### config.mk
export PLATFORM = sky130hd
export DESIGN_NAME = rx_pkt_arbiter
export DESIGN_NICKNAME = d
export VERILOG_FILES = /design/src/rtl/packet_pkg.sv /design/src/rtl/rr_arb_select.sv /design/src/rtl/rx_pkt_arbiter.sv
export SDC_FILE = /design/constraint.sdc
export NUM_CORES = 1
export LEC_CHECK = 0
export BUFFER_PORTS_ARGS = -buffer_cell sky130_fd_sc_hd__clkbuf_2
export CAP_MARGIN = 30
export CORE_AREA = 2 2 765 767
export DETAILED_ROUTE_END_ITERATION = 8
export DIE_AREA = 0 0 767 769
export HOLD_SLACK_MARGIN = 0.06
export SETUP_SLACK_MARGIN = 0.1
export SLEW_MARGIN = 5
export SYNTH_ARGS = -nofsm -noshare
export SYNTH_HDL_FRONTEND = slang
export SYNTH_HIERARCHICAL = 1
export SYNTH_SLANG_ARGS = --single-unit
export TNS_END_PERCENT = 30
### constraint.sdc
create_clock -name aclk -period 35.3 [get_ports aclk]
set_clock_uncertainty 0.2 [all_clocks]
set_input_delay 3.53 -clock aclk [delete_from_list [all_inputs] [get_ports aclk]]
set_output_delay 3.53 -clock aclk [all_outputs]
set_load 0.03 [all_outputs]
### src/rtl/packet_pkg.sv
// Shared constants and beat payload type for the filter RX ingress path.
package packet_pkg;

    localparam int unsigned ARB_MAX_PORTS = 8;
    localparam int unsigned ARB_TAG_WIDTH = 8;
    localparam int unsigned AXIS_DATA_W   = 512;
    localparam int unsigned AXIS_KEEP_W   = 64;
    localparam int unsigned AXIS_USER_W   = 48;
    localparam int unsigned PKT_CNT_W     = 32;

    typedef enum logic {
        ARB_IDLE   = 1'b0,
        ARB_LOCKED = 1'b1
    } arb_state_e;

    typedef struct packed {
        logic [AXIS_USER_W-1:0] tuser;
        logic [AXIS_KEEP_W-1:0] tkeep;
        logic [AXIS_DATA_W-1:0] tdata;
        logic                   tlast;
    } axis_beat_t;

endpackage

### src/rtl/rr_arb_select.sv
// Combinational round-robin pick: first requester after last_grant, wrapping.
module rr_arb_select #(
    parameter  int unsigned NUM_PORTS = 2,
    localparam int unsigned IDX_W     = $clog2(NUM_PORTS)
) (
    input  logic [NUM_PORTS-1:0] req,
    input  logic [IDX_W-1:0]     last_grant,
    output logic [IDX_W-1:0]     grant,
    output logic                 any_req
);

    logic [IDX_W-1:0] idx;

    // Walk from farthest to nearest offset so the nearest requester wins.
    always_comb begin
        grant   = last_grant;
        any_req = |req;
        idx     = '0;
        for (int i = int'(NUM_PORTS); i >= 1; i--) begin
            idx = IDX_W'((int'(last_grant) + i) % int'(NUM_PORTS));
            if (req[idx]) begin
                grant = idx;
            end
        end
    end

endmodule

### src/rtl/rx_pkt_arbiter.sv
// Packet-level round-robin merge of NUM_PORTS AXI-Stream ingress ports into one
// registered stream, tagging tuser with the source port and counting packets.
module rx_pkt_arbiter
    import packet_pkg::*;
#(
    parameter  int unsigned NUM_PORTS = 2,
    parameter  int unsigned TAG_LSB   = 40,
    localparam int unsigned IDX_W     = $clog2(NUM_PORTS)
) (
    input  logic                             aclk,
    input  logic                             aresetn,
    input  logic [NUM_PORTS-1:0]             s_axis_tvalid,
    input  logic [NUM_PORTS-1:0]             s_axis_tlast,
    output logic [NUM_PORTS-1:0]             s_axis_tready,
    input  logic [NUM_PORTS*AXIS_DATA_W-1:0] s_axis_tdata,
    input  logic [NUM_PORTS*AXIS_KEEP_W-1:0] s_axis_tkeep,
    input  logic [NUM_PORTS*AXIS_USER_W-1:0] s_axis_tuser,
    output logic                             m_axis_tvalid,
    output logic [AXIS_DATA_W-1:0]           m_axis_tdata,
    output logic [AXIS_KEEP_W-1:0]           m_axis_tkeep,
    output logic                             m_axis_tlast,
    output logic [AXIS_USER_W-1:0]           m_axis_tuser,
    input  logic                             m_axis_tready,
    output logic [IDX_W-1:0]                 grant_idx,
    output logic [NUM_PORTS*PKT_CNT_W-1:0]   port_pkt_count
);

    arb_state_e                    state_q, state_d;
    logic [IDX_W-1:0]              grant_q, last_grant_q, sel_idx;
    logic                          any_req;
    logic                          can_accept, beat_acc, pkt_done;
    axis_beat_t                    beat_in, out_q;
    logic                          out_valid_q;
    logic [NUM_PORTS*PKT_CNT_W-1:0] pkt_count_q;

    rr_arb_select #(.NUM_PORTS(NUM_PORTS)) u_sel (
        .req        (s_axis_tvalid),
        .last_grant (last_grant_q),
        .grant      (sel_idx),
        .any_req    (any_req)
    );

    // Ready only for the owner, and only when the output stage can take a beat.
    assign can_accept = aresetn && (state_q == ARB_LOCKED) && (!out_valid_q || m_axis_tready);
    assign beat_acc   = can_accept && s_axis_tvalid[grant_q];
    assign pkt_done   = beat_acc && beat_in.tlast;

    always_comb begin
        s_axis_tready          = '0;
        s_axis_tready[grant_q] = can_accept;
    end

    // Mux the owner's beat and stamp its port index into tuser.
    always_comb begin
        beat_in.tdata = s_axis_tdata[grant_q*AXIS_DATA_W +: AXIS_DATA_W];
        beat_in.tkeep = s_axis_tkeep[grant_q*AXIS_KEEP_W +: AXIS_KEEP_W];
        beat_in.tuser = s_axis_tuser[grant_q*AXIS_USER_W +: AXIS_USER_W];
        beat_in.tlast = s_axis_tlast[grant_q];
        beat_in.tuser[TAG_LSB +: ARB_TAG_WIDTH] = ARB_TAG_WIDTH'(grant_q);
    end

    always_ff @(posedge aclk) begin
        if (!aresetn) begin
            state_q <= ARB_IDLE;
        end else begin
            state_q <= state_d;
        end
    end

    always_comb begin
        state_d = state_q;
        case (state_q)
            ARB_IDLE:   if (any_req)  state_d = ARB_LOCKED;
            ARB_LOCKED: if (pkt_done) state_d = ARB_IDLE;
            default:    state_d = ARB_IDLE;
        endcase
    end

    always_ff @(posedge aclk) begin
        if (!aresetn) begin
            grant_q      <= '0;
            last_grant_q <= IDX_W'(NUM_PORTS - 1);
        end else begin
            if ((state_q == ARB_IDLE) && any_req) begin
                grant_q <= sel_idx;
            end
            if (pkt_done) begin
                last_grant_q <= grant_q;
            end
        end
    end

    always_ff @(posedge aclk) begin
        if (!aresetn) begin
            out_valid_q <= 1'b0;
        end else if (beat_acc) begin
            out_valid_q <= 1'b1;
        end else if (m_axis_tready) begin
            out_valid_q <= 1'b0;
        end
    end

    // Payload needs no reset; it is qualified by out_valid_q.
    always_ff @(posedge aclk) begin
        if (beat_acc) begin
            out_q <= beat_in;
        end
    end

    always_ff @(posedge aclk) begin
        if (!aresetn) begin
            pkt_count_q <= '0;
        end else if (pkt_done) begin
            pkt_count_q[grant_q*PKT_CNT_W +: PKT_CNT_W] <=
                pkt_count_q[grant_q*PKT_CNT_W +: PKT_CNT_W] + PKT_CNT_W'(1);
        end
    end

    assign m_axis_tvalid  = out_valid_q;
    assign m_axis_tdata   = out_q.tdata;
    assign m_axis_tkeep   = out_q.tkeep;
    assign m_axis_tlast   = out_q.tlast;
    assign m_axis_tuser   = out_q.tuser;
    assign grant_idx      = grant_q;
    assign port_pkt_count = pkt_count_q;

endmodule

# Word-level counts from Yosys, hierarchy flattened
# Index checks and enable logic that the tools add are counted.
# classes
addsub	4
n_mul	1
n_lt_le_gt_ge	4
shift	6
n_mux	18
bitwise	2
n_reduce_logical	10
# op_table
cell	count
indexed part select 1024 x 11 -> 512 bit	1
indexed part select 128 x 8 -> 64 bit	1
indexed part select 96 x 8 -> 40 bit	1
bitwise mux 64 bit	1
variable shift 32 x 34 -> 64 bit (first input constant)	1
indexed part select 32 x 34 -> 64 bit	1
indexed part select 64 x 7 -> 32 bit	1
negation 6 -> 34 bit	1
adder 32 x 1 -> 32 bit (second input constant)	1
2-to-1 mux 1 bit	15
logical AND 1 bit	6
less-than comparator 1 x 2 -> 1 bit (second input constant)	3
multiplier 1 x 2 -> 3 bit (second input constant)	1
adder 1 bit (second input constant)	2
AND 2 bit	1
one-hot mux 1 bit (2 select lines)	1
nonzero test 2 bit	1
OR reduction 2 bit	1
demux 1 bit (select 1 bit)	1
greater-or-equal comparator 1 bit (second input constant)	1
zero test 1 bit	1
logical OR 1 bit	1
NOT 1 bit	1
# word_totals
reg_bits	686
inputBits	1255
out_inout_bits	693
word_cells	54

# Depth between registers and ports, before layout
# Gate-level depths: netlist of run 1.
# depth
ltp_word	7
depth_mapped	14
depth_no_buf	7

# By module
# Netlist of run 1, hierarchy kept.
# by_module_without_submodules
module	instances	cells_per_inst	area_each_um2	seq_area_each_um2
rx_pkt_arbiter	1	1786	29701.0	19919.1
rr_arb_select	1	3	15.0	0.0

# Least setup slack after synthesis of run 1
# Ideal clock, no wire load.
# synth_path
kind	input -> register
from	input aresetn
to	register out_q, in the netlist m_axis_tdata[0], enable pin
setup_ps	1617
t_arrival_ps	29388
setup_slack_ps	4095
path_stages	3
cell_sequence	and2_1 > nand2_1 > nor2_1
# synth_between
elab_chain_cells	3
# synth_rtl
item	line	text
from (decl)	rx_pkt_arbiter.sv:11	input logic aresetn,
logical AND 1 bit (2 in a row)	rx_pkt_arbiter.sv:44	assign can_accept = aresetn && (state_q == ARB_LOCKED) && (!out_valid_q || m_axis_tready);
logical AND 1 bit	rx_pkt_arbiter.sv:45	assign beat_acc = can_accept && s_axis_tvalid[grant_q];
named net beat_acc	rx_pkt_arbiter.sv:31	logic can_accept, beat_acc, pkt_done;
to (signal assigned)	rx_pkt_arbiter.sv:106	out_q <= beat_in;
to (decl)	rx_pkt_arbiter.sv:32	axis_beat_t beat_in, out_q;
# The timed path passes the listed nets, and every way through them passes these cells.
# A chain may end at the register's enable or synchronous reset.

# Worst setup path after layout of run 1
# layout_path
from	input aresetn
to	output s_axis_tready[0]
# layout_between
elab_chain_cells	3
# layout_rtl
item	line	text
logical AND 1 bit (2 in a row)	rx_pkt_arbiter.sv:44	
AND 2 bit (no line)	-	
to (decl)	rx_pkt_arbiter.sv:14	output logic [NUM_PORTS-1:0] s_axis_tready,
# Every way passes these cells.

==> metrics.csv, run 1 <==
stage;metric;value;unit
logic_synthesis;synth warn;6;
logic_synthesis;main combinational cell family by area after synthesis;multiplexers;
die;Die X-Extent;767;µm
die;# IOs;1948;
global_route;first-pass GRT wire length;462;mm
logic_synthesis;main flop type after synthesis;edfxtp_1;
sta;minimum clock period;8.71;ns
drt;DR vias;29176;
logic_synthesis;Seq/Total Area, Yosys;67.0;%
global_route;largest net degree at the start of global routing;130;
layout;sequential cell area;19900;µm²
clock_network;H-Tree Depth;3;
layout;design area;52500;µm²
logic_synthesis;dominant cell type by area after synthesis;edfxtp_1;
sta;fin crit share;24.7;%
worst_setup_path;CP cell instances;clkbuf_2, and2_1, nand2_1, nor2_1, clkbuf_2;
placement;pre-CTS setup slack;25.72;ns
power;Power Total;2.29;mW
worst_setup_path;Crit Path Max Fanout;33;
clock_network;Worst-path clk slew;0.06;ns
placement;Post-DP Area;48800;µm²
logic_synthesis;ys async rst share;0;%
worst_setup_path;max incr delay on CP;0.61;ns
logic_synthesis;largest cells by area after synthesis;edfxtp_1 (62%), mux2_2 (23%), dfxtp_1 (4.6%);
sta;Max Clock Freq;115;MHz
drt;drt via density;2.48;
placement;detailed placer's ending HPWL;373;mm
drt;Remaining DRCs;0;
sta;Slew headroom;17.1;%
global_route;total grt overflow;0;
sta;final setup fails;0;
logic_synthesis;Mapped Area;29700;µm²
logic_synthesis;synthesized area per cell;16.6;µm²
flow_run;max-cap viol count;0;
layout;nets@finish;4997;
sta;Hold Worst Slack;0.289;ns
hold_path;Hold Path Class;reg -> reg;
clock_network;TritonCTS clock tree;done;
logic_synthesis;simple-gate share of the synthesized area;4.03;%
layout;final core utilization;9.04;%
worst_setup_path;Critical Path AT;4.98;ns
clock_network;clk root buf;clkbuf_16;
status;status;completed;
die;Core Area;581000;µm²
clock_network;post-CTS sizing;0;
sta;Setup TNS Final;0;ns
clock_network;# hold bufs at CTS;0;
layout;Filler cells;67321;
clock_network;Num CTS Buffers;95;
power;maximum VDD drop;0.0396;mV
drt;Initial DRC Count;2769;
global_route;initial antenna violation count;577;
power;power density over the cells;43.7;nW/µm²
sta;worst slew pin tran;1.24;ns
clock_network;Sink Count;686;
layout;fraction of layout cells with a size suffix above 1;71.6;%
die;die area;590000;µm²
global_route;vias in the first global route;25799;
placement;gpl congestion;1.26;
logic_synthesis;adder-cell share of the synthesized area;0.0421;%
die;FP Rows;280;
global_route;GRT Overall Usage;13.3;%
logic_synthesis;Synth Area in Compound Gates;2.77;%
die;Die Y-Extent;769;µm
sta;number of hold violations in the final report;0;
worst_setup_path;required time worst endpoint;31.57;ns
logic_synthesis;Commonest cells post-synth;mux2_2 (620), edfxtp_1 (618), dfxtp_1 (68);
layout;post-route insts no fill;11786;
die;Starting Density;5.12;%
worst_setup_path;most frequent CP cell;clkbuf_2;
worst_setup_path;Worst R2R Setup Slack;29.05;ns
logic_synthesis;top-area cell type share of the netlist area;62.5;%
logic_synthesis;Synth Area in XOR/XNOR;0.265;%
placement;Inst Count DP;11398;
worst_setup_path;CP Launch Type;input port;
worst_setup_path;Slowest cell on crit path;clkbuf_2;
drt;final wirelength;409;mm
placement;Buffers on Ports;1924;
clock_network;Clock Latency Late Sink;0.85;ns
logic_synthesis;#FFs+latches synth;686;
clock_network;Max Buffers Root-to-Sink;4;
layout;area of the multi-input gates;9280;µm²
worst_setup_path;critical path capture point type;output port;
layout;Area Overhead vs Synth;76.7;%
clock_network;Post-CTS Setup Bufs;0;
sta;RSZ-0062 raised after global routing;false;
sta;Slew Limit Fails;0;
drt;Final ANT Viol Nets;0;
logic_synthesis;Syn Inst Count;1789;
logic_synthesis;synth unique cells;60;
drt;first drt pass iteration count;7;
logic_synthesis;most numerous cell in the Yosys netlist;mux2_2;
logic_synthesis;Post-synth EDFFs;618;
logic_synthesis;mux share of post-synthesis cell area;23.9;%
sta;setup ws final;26.59;ns
worst_setup_path;critical path type;in -> out;
power;leakage power;18.9;nW
drt;routed len/inst;34.7;µm
sequential cells by signal (all words and copies together), names as in the netlist:
name            flops
m_axis_tdata      512
m_axis_tkeep       64
port_pkt_count     64
m_axis_tuser       41
grant_idx           1
last_grant_q        1
m_axis_tlast        1
m_axis_tvalid       1
state_q             1
cell families after synthesis:
family,Yosys count
xor+xnor,9
buf+inv,116
flops,686
mux,633
fa+ha+maj,1
other cells,1
compound gates,125
simple gates,218
critical path: cells and delay by family:
kind,cells,cell delay (ns)
buffers and inverters,2,0.86
AND/OR/NAND/NOR,3,0.57
final cells by class:
cell class / instances / area share, %
Sequential cell: 686 / 37.9
Timing Repair Buffer: 1958 / 18.9
Tap cell: 7755 / 18.5
Multi-Input combinational cell: 993 / 17.7
Clock buffer: 109 / 4.71
Clock inverter: 62 / 1.23
Antenna cell: 216 / 1.03
Inverter: 7 / 0.0500
path summary, 6_finish.rpt:
kind,from,endpoint,cells after the start
worst min register to register,port_pkt_count[6],port_pkt_count[6],2
worst min-delay path,port_pkt_count[6],port_pkt_count[6],2
worst max-delay path,aresetn,s_axis_tready[0],5
worst max register to register,grant_idx,m_axis_tdata[293],8
power breakdown:
group | switching, mW | internal, mW | total (mW)
clock network | 0.461 | 0.573 | 1.03
logic | 0.192 | 0.134 | 0.326
registers | 0.00932 | 0.926 | 0.936
cells in the final DEF (no fill, tap or decap), drive strengths merged, types with 7 or more instances in the layout:
cell,count
clkbuf,2033
mux2,620
edfxtp,618
diode,216
dfxtp,68
nand2,59
clkinv,38
o21ai,37
nand3,35
buf,34
a21oi,26
nor2,24
inv,19
nand4,16
nand3b,14
mux2i,13
nand2b,12
and3,10
or3,10
o311ai,10
o31ai,9
bufinv,9
o41ai,7
a31oi,7
conb,7
per-layer routing:
layer  vias up  part of all wire [%]  global-route usage [%]
met2      2872                    38                    17.8
li1      11171                     -                       -
met1     13426                    34                    13.4
met4       400                   4.7                    5.00
met5         -                  0.73                 0.00812
met3      1307                    23                    13.9
Note: power is estimated with default switching activity, not from simulation.
==> run 2: changes to the inputs <==
- ABC_AREA: default -> 1
- CORE_AREA: 2 2 765 767 -> 2 2 770 772
- DIE_AREA: 0 0 767 769 -> 0 0 772 774
- clock period: 35.3 -> 9 ns (I/O delays scaled with it)
==> run 2 against run 1 <==
  * Power increased to 4.6 times the previous value
  * Setup slack got worse by 22 ns
  * Sequential share of layout area decreased by 5.4 points
  * Final cell count increased by 20%
  * Wire length increased by 12%
  * Design area increased by 17%
  * First-iteration DRC count increased by 28%
  * Critical path type is now reg -> reg
  * Largest cell class unchanged
==> metrics.csv, run 2 <==
stage;metric;value;unit;change
die;# IOs;1948;;unchanged
status;status;completed;;
logic_synthesis;dominant cell type by area after synthesis;edfxtp_1;;
die;Die Y-Extent;774;µm;+0.65%
worst_setup_path;CP endpoint;m_axis_tdata[111];;
layout;fraction of layout cells with a size suffix above 1;36.2;%;-35 points
die;Die X-Extent;772;µm;+0.65%
power;power density over the cells;171;nW/µm²;+290%
hold_path;Hold Path Cell Cnt;3;;+1
hold_path;Hold Path Class;in -> reg;;
global_route;first-pass GRT wire length;526;mm;+14%
logic_synthesis;synth unique cells;36;;-40%
logic_synthesis;Commonest cells post-synth;nand2_1 (2114), edfxtp_1 (618), clkbuf_1 (112);;
logic_synthesis;main flop type after synthesis;edfxtp_1;;
clock_network;post-CTS sizing;0;;unchanged
layout;commonest non-fill, non-tap cell in the layout;nand2_1;;
global_route;total grt overflow;0;;unchanged
power;leakage power;26.1;nW;+38%
logic_synthesis;#FFs+latches synth;686;;unchanged
drt;final wirelength;459;mm;+12%
placement;Buffers on Ports;1924;;unchanged
die;die area;598000;µm²;+1.3%
sta;minimum clock period;4.90;ns;
clock_network;Worst-path clk slew;0.06;ns;about the same
layout;Area Overhead vs Synth;104;%;
drt;Remaining DRCs;0;;unchanged
logic_synthesis;ys async rst share;0;%;unchanged
worst_setup_path;CP Launch Type;flop;;
layout;nets@finish;7191;;+44%
sta;RSZ-0062 raised after global routing;false;;
global_route;GRT Overall Usage;14.7;%;+1.4 points
clock_network;Num CTS Buffers;100;;+5.3%
placement;detailed placer's ending HPWL;412;mm;+10%
power;maximum VDD drop;0.172;mV;+340%
layout;commonest non-fill, non-tap cells in the layout;nand2_1 (2112), clkbuf_2 (1924), dlygate4sd3_1 (791);;
drt;Initial DRC Count;3543;;+28%
clock_network;Max Buffers Root-to-Sink;4;;unchanged
logic_synthesis;largest cells by area after synthesis;edfxtp_1 (62%), nand2_1 (26%), dfxtp_1 (4.5%);;
global_route;vias in the first global route;35039;;+36%
sta;number of hold violations in the final report;0;;unchanged
sta;Slew headroom;38.1;%;+21 points
logic_synthesis;synth warn;6;;unchanged
worst_setup_path;worst setup path start;grant_idx;;
flow_run;max-cap viol count;0;;unchanged
logic_synthesis;top-area cell type share of the netlist area;61.8;%;-0.69 points
layout;Filler cells;68170;;+1.3%
logic_synthesis;synthesized area per cell;9.29;µm²;-44%
sta;Max Clock Freq;204;MHz;
worst_setup_path;FF-to-FF Start;grant_idx;;
worst_setup_path;Worst R2R Setup Slack;4.10;ns;-24.95 ns
die;Starting Density;5.11;%;-0.010 points
layout;max reg flops;512;;unchanged
logic_synthesis;Seq/Total Area, Yosys;66.3;%;-0.75 points
worst_setup_path;Crit Path Max Fanout;66;;+100%
worst_setup_path;critical path capture point type;flop;;
sta;final setup fails;0;;unchanged
worst_setup_path;required time worst endpoint;9.56;ns;-22.01 ns
clock_network;Sink Count;686;;unchanged
worst_setup_path;reg2reg end;m_axis_tdata[111];;
worst_setup_path;depth of the worst register-to-register path;7;;-1
clock_network;H-Tree Depth;3;;unchanged
worst_setup_path;critical path type;reg -> reg;;
sta;Hold Worst Slack;0.128;ns;-0.161 ns
logic_synthesis;most numerous cell in the Yosys netlist;nand2_1;;
drt;DR vias;38191;;+31%
drt;first drt pass iteration count;6;;-1
clock_network;Clock Latency Late Sink;0.88;ns;+0.03 ns
logic_synthesis;Post-synth EDFFs;618;;unchanged
drt;routed len/inst;32.5;µm;-6.4%
global_route;largest net degree at the start of global routing;118;;-9.2%
sta;worst slew pin tran;0.929;ns;-0.314 ns
logic_synthesis;Mapped Area;30100;µm²;+1.1%
sta;Slew Limit Fails;0;;unchanged
logic_synthesis;Syn Inst Count;3234;;+81%
drt;Final ANT Viol Nets;0;;unchanged
clock_network;clk root buf;clkbuf_16;;
clock_network;TritonCTS clock tree;done;;
worst_setup_path;Critical Path AT;5.46;ns;+0.48 ns
die;FP Rows;282;;+0.71%
die;Core Area;589000;µm²;+1.3%
sta;fin crit share;54.4;%;
global_route;initial antenna violation count;574;;-0.52%
drt;drt via density;2.70;;+9.2%
placement;gpl congestion;1.03;;-18%
sta;Setup TNS Final;0;ns;unchanged
-- run 2: area by class of cell --
cell class | count | area, µm² | share of cell area (%)
Multi-Input combinational cell | 2324 | 9180 | 15.0
Clock buffer | 123 | 2690 | 4.39
Timing Repair Buffer | 2759 | 18000 | 29.4
Antenna cell | 298 | 746 | 1.22
Inverter | 64 | 280 | 0.457
Sequential cell | 686 | 19900 | 32.5
Tap cell | 7810 | 9770 | 16.0
Clock inverter | 59 | 678 | 1.11
-- run 2: critical path: stages (launching register included) --
cell and delay [ns]:
dfxtp_4 0.83, buf_4 0.67, buf_4 0.65, buf_4 0.68, buf_4 0.66, nand2_1 0.13, nand2_1 0.11, dlygate4sd3_1 0.55
-- run 2: metrics by stage --
stage	setup WS (ns)	instances	utilization [%]	power, mW	area [µm²]
6_report	4.10	14123	10.4	10.5	61300
5_1_grt	3.86	14020	10.4	10.9	61000
4_1_cts	4.06	13825	10.3	10.7	60500
3_5_place_dp	4.41	12852	8.36	5.81	49200
3_3_place_gp	4.40	12848	8.35	5.78	49100
2_1_floorplan	-2.09	3240	-	4.81	30100
-- run 2: worst min-delay path by stage --
stage | slack (ns) | startpoint | endpoint
after floorplan | 0.24 | last_grant_q | last_grant_q
after global placement | 0.26 | port_pkt_count[0] | port_pkt_count[0]
after detailed placement | 0.26 | last_grant_q | last_grant_q
after CTS | 0.06 | s_axis_tkeep[14] | m_axis_tkeep[14]
after global routing | 0.09 | s_axis_tdata[681] | m_axis_tdata[169]
final | 0.13 | s_axis_tdata[681] | m_axis_tdata[169]
-- run 2: what timing repair did --
item | in CTS | in global routing
hold buffers | 791 | 0
endpoints found under the hold margin | 489 | 0
setup buffers | 0 | 0
-- run 2: layer usage --
metal / vias up / global-route usage (%) / wire (µm)
met2: 2972 / 21.4 / 187000
li1: 16114 / - / -
met3: 1286 / 12.9 / 90400
met5: - / 0.00805 / 3230
met4: 398 / 7.41 / 27700
met1: 17421 / 14.2 / 151000
-- run 2: cell families (layout without fill, tap and decap cells) --
| group | Yosys count | in the layout | share of synthesized area, % |
|---|---|---|---|
| compound gates | 73 | 73 | 1.41 |
| xor+xnor | 7 | 7 | 0.229 |
| fa+ha+maj | 1 | 1 | 0.0416 |
| buf+inv | 230 | 3005 | 3.32 |
| flops | 686 | 686 | 66.3 |
| mux | 1 | 1 | 0.0333 |
| other cells | 1 | 305 | 0.0125 |
| simple gates | 2235 | 2235 | 28.7 |
-- run 2: power by group --
| group | total [mW] | internal (mW) | switching, mW |
|---|---|---|---|
| registers | 3.81 | 3.74 | 0.0709 |
| logic | 2.40 | 0.850 | 1.55 |
| clock network | 4.28 | 2.41 | 1.87 |
| total | 10.5 | 7.00 | 3.49 |
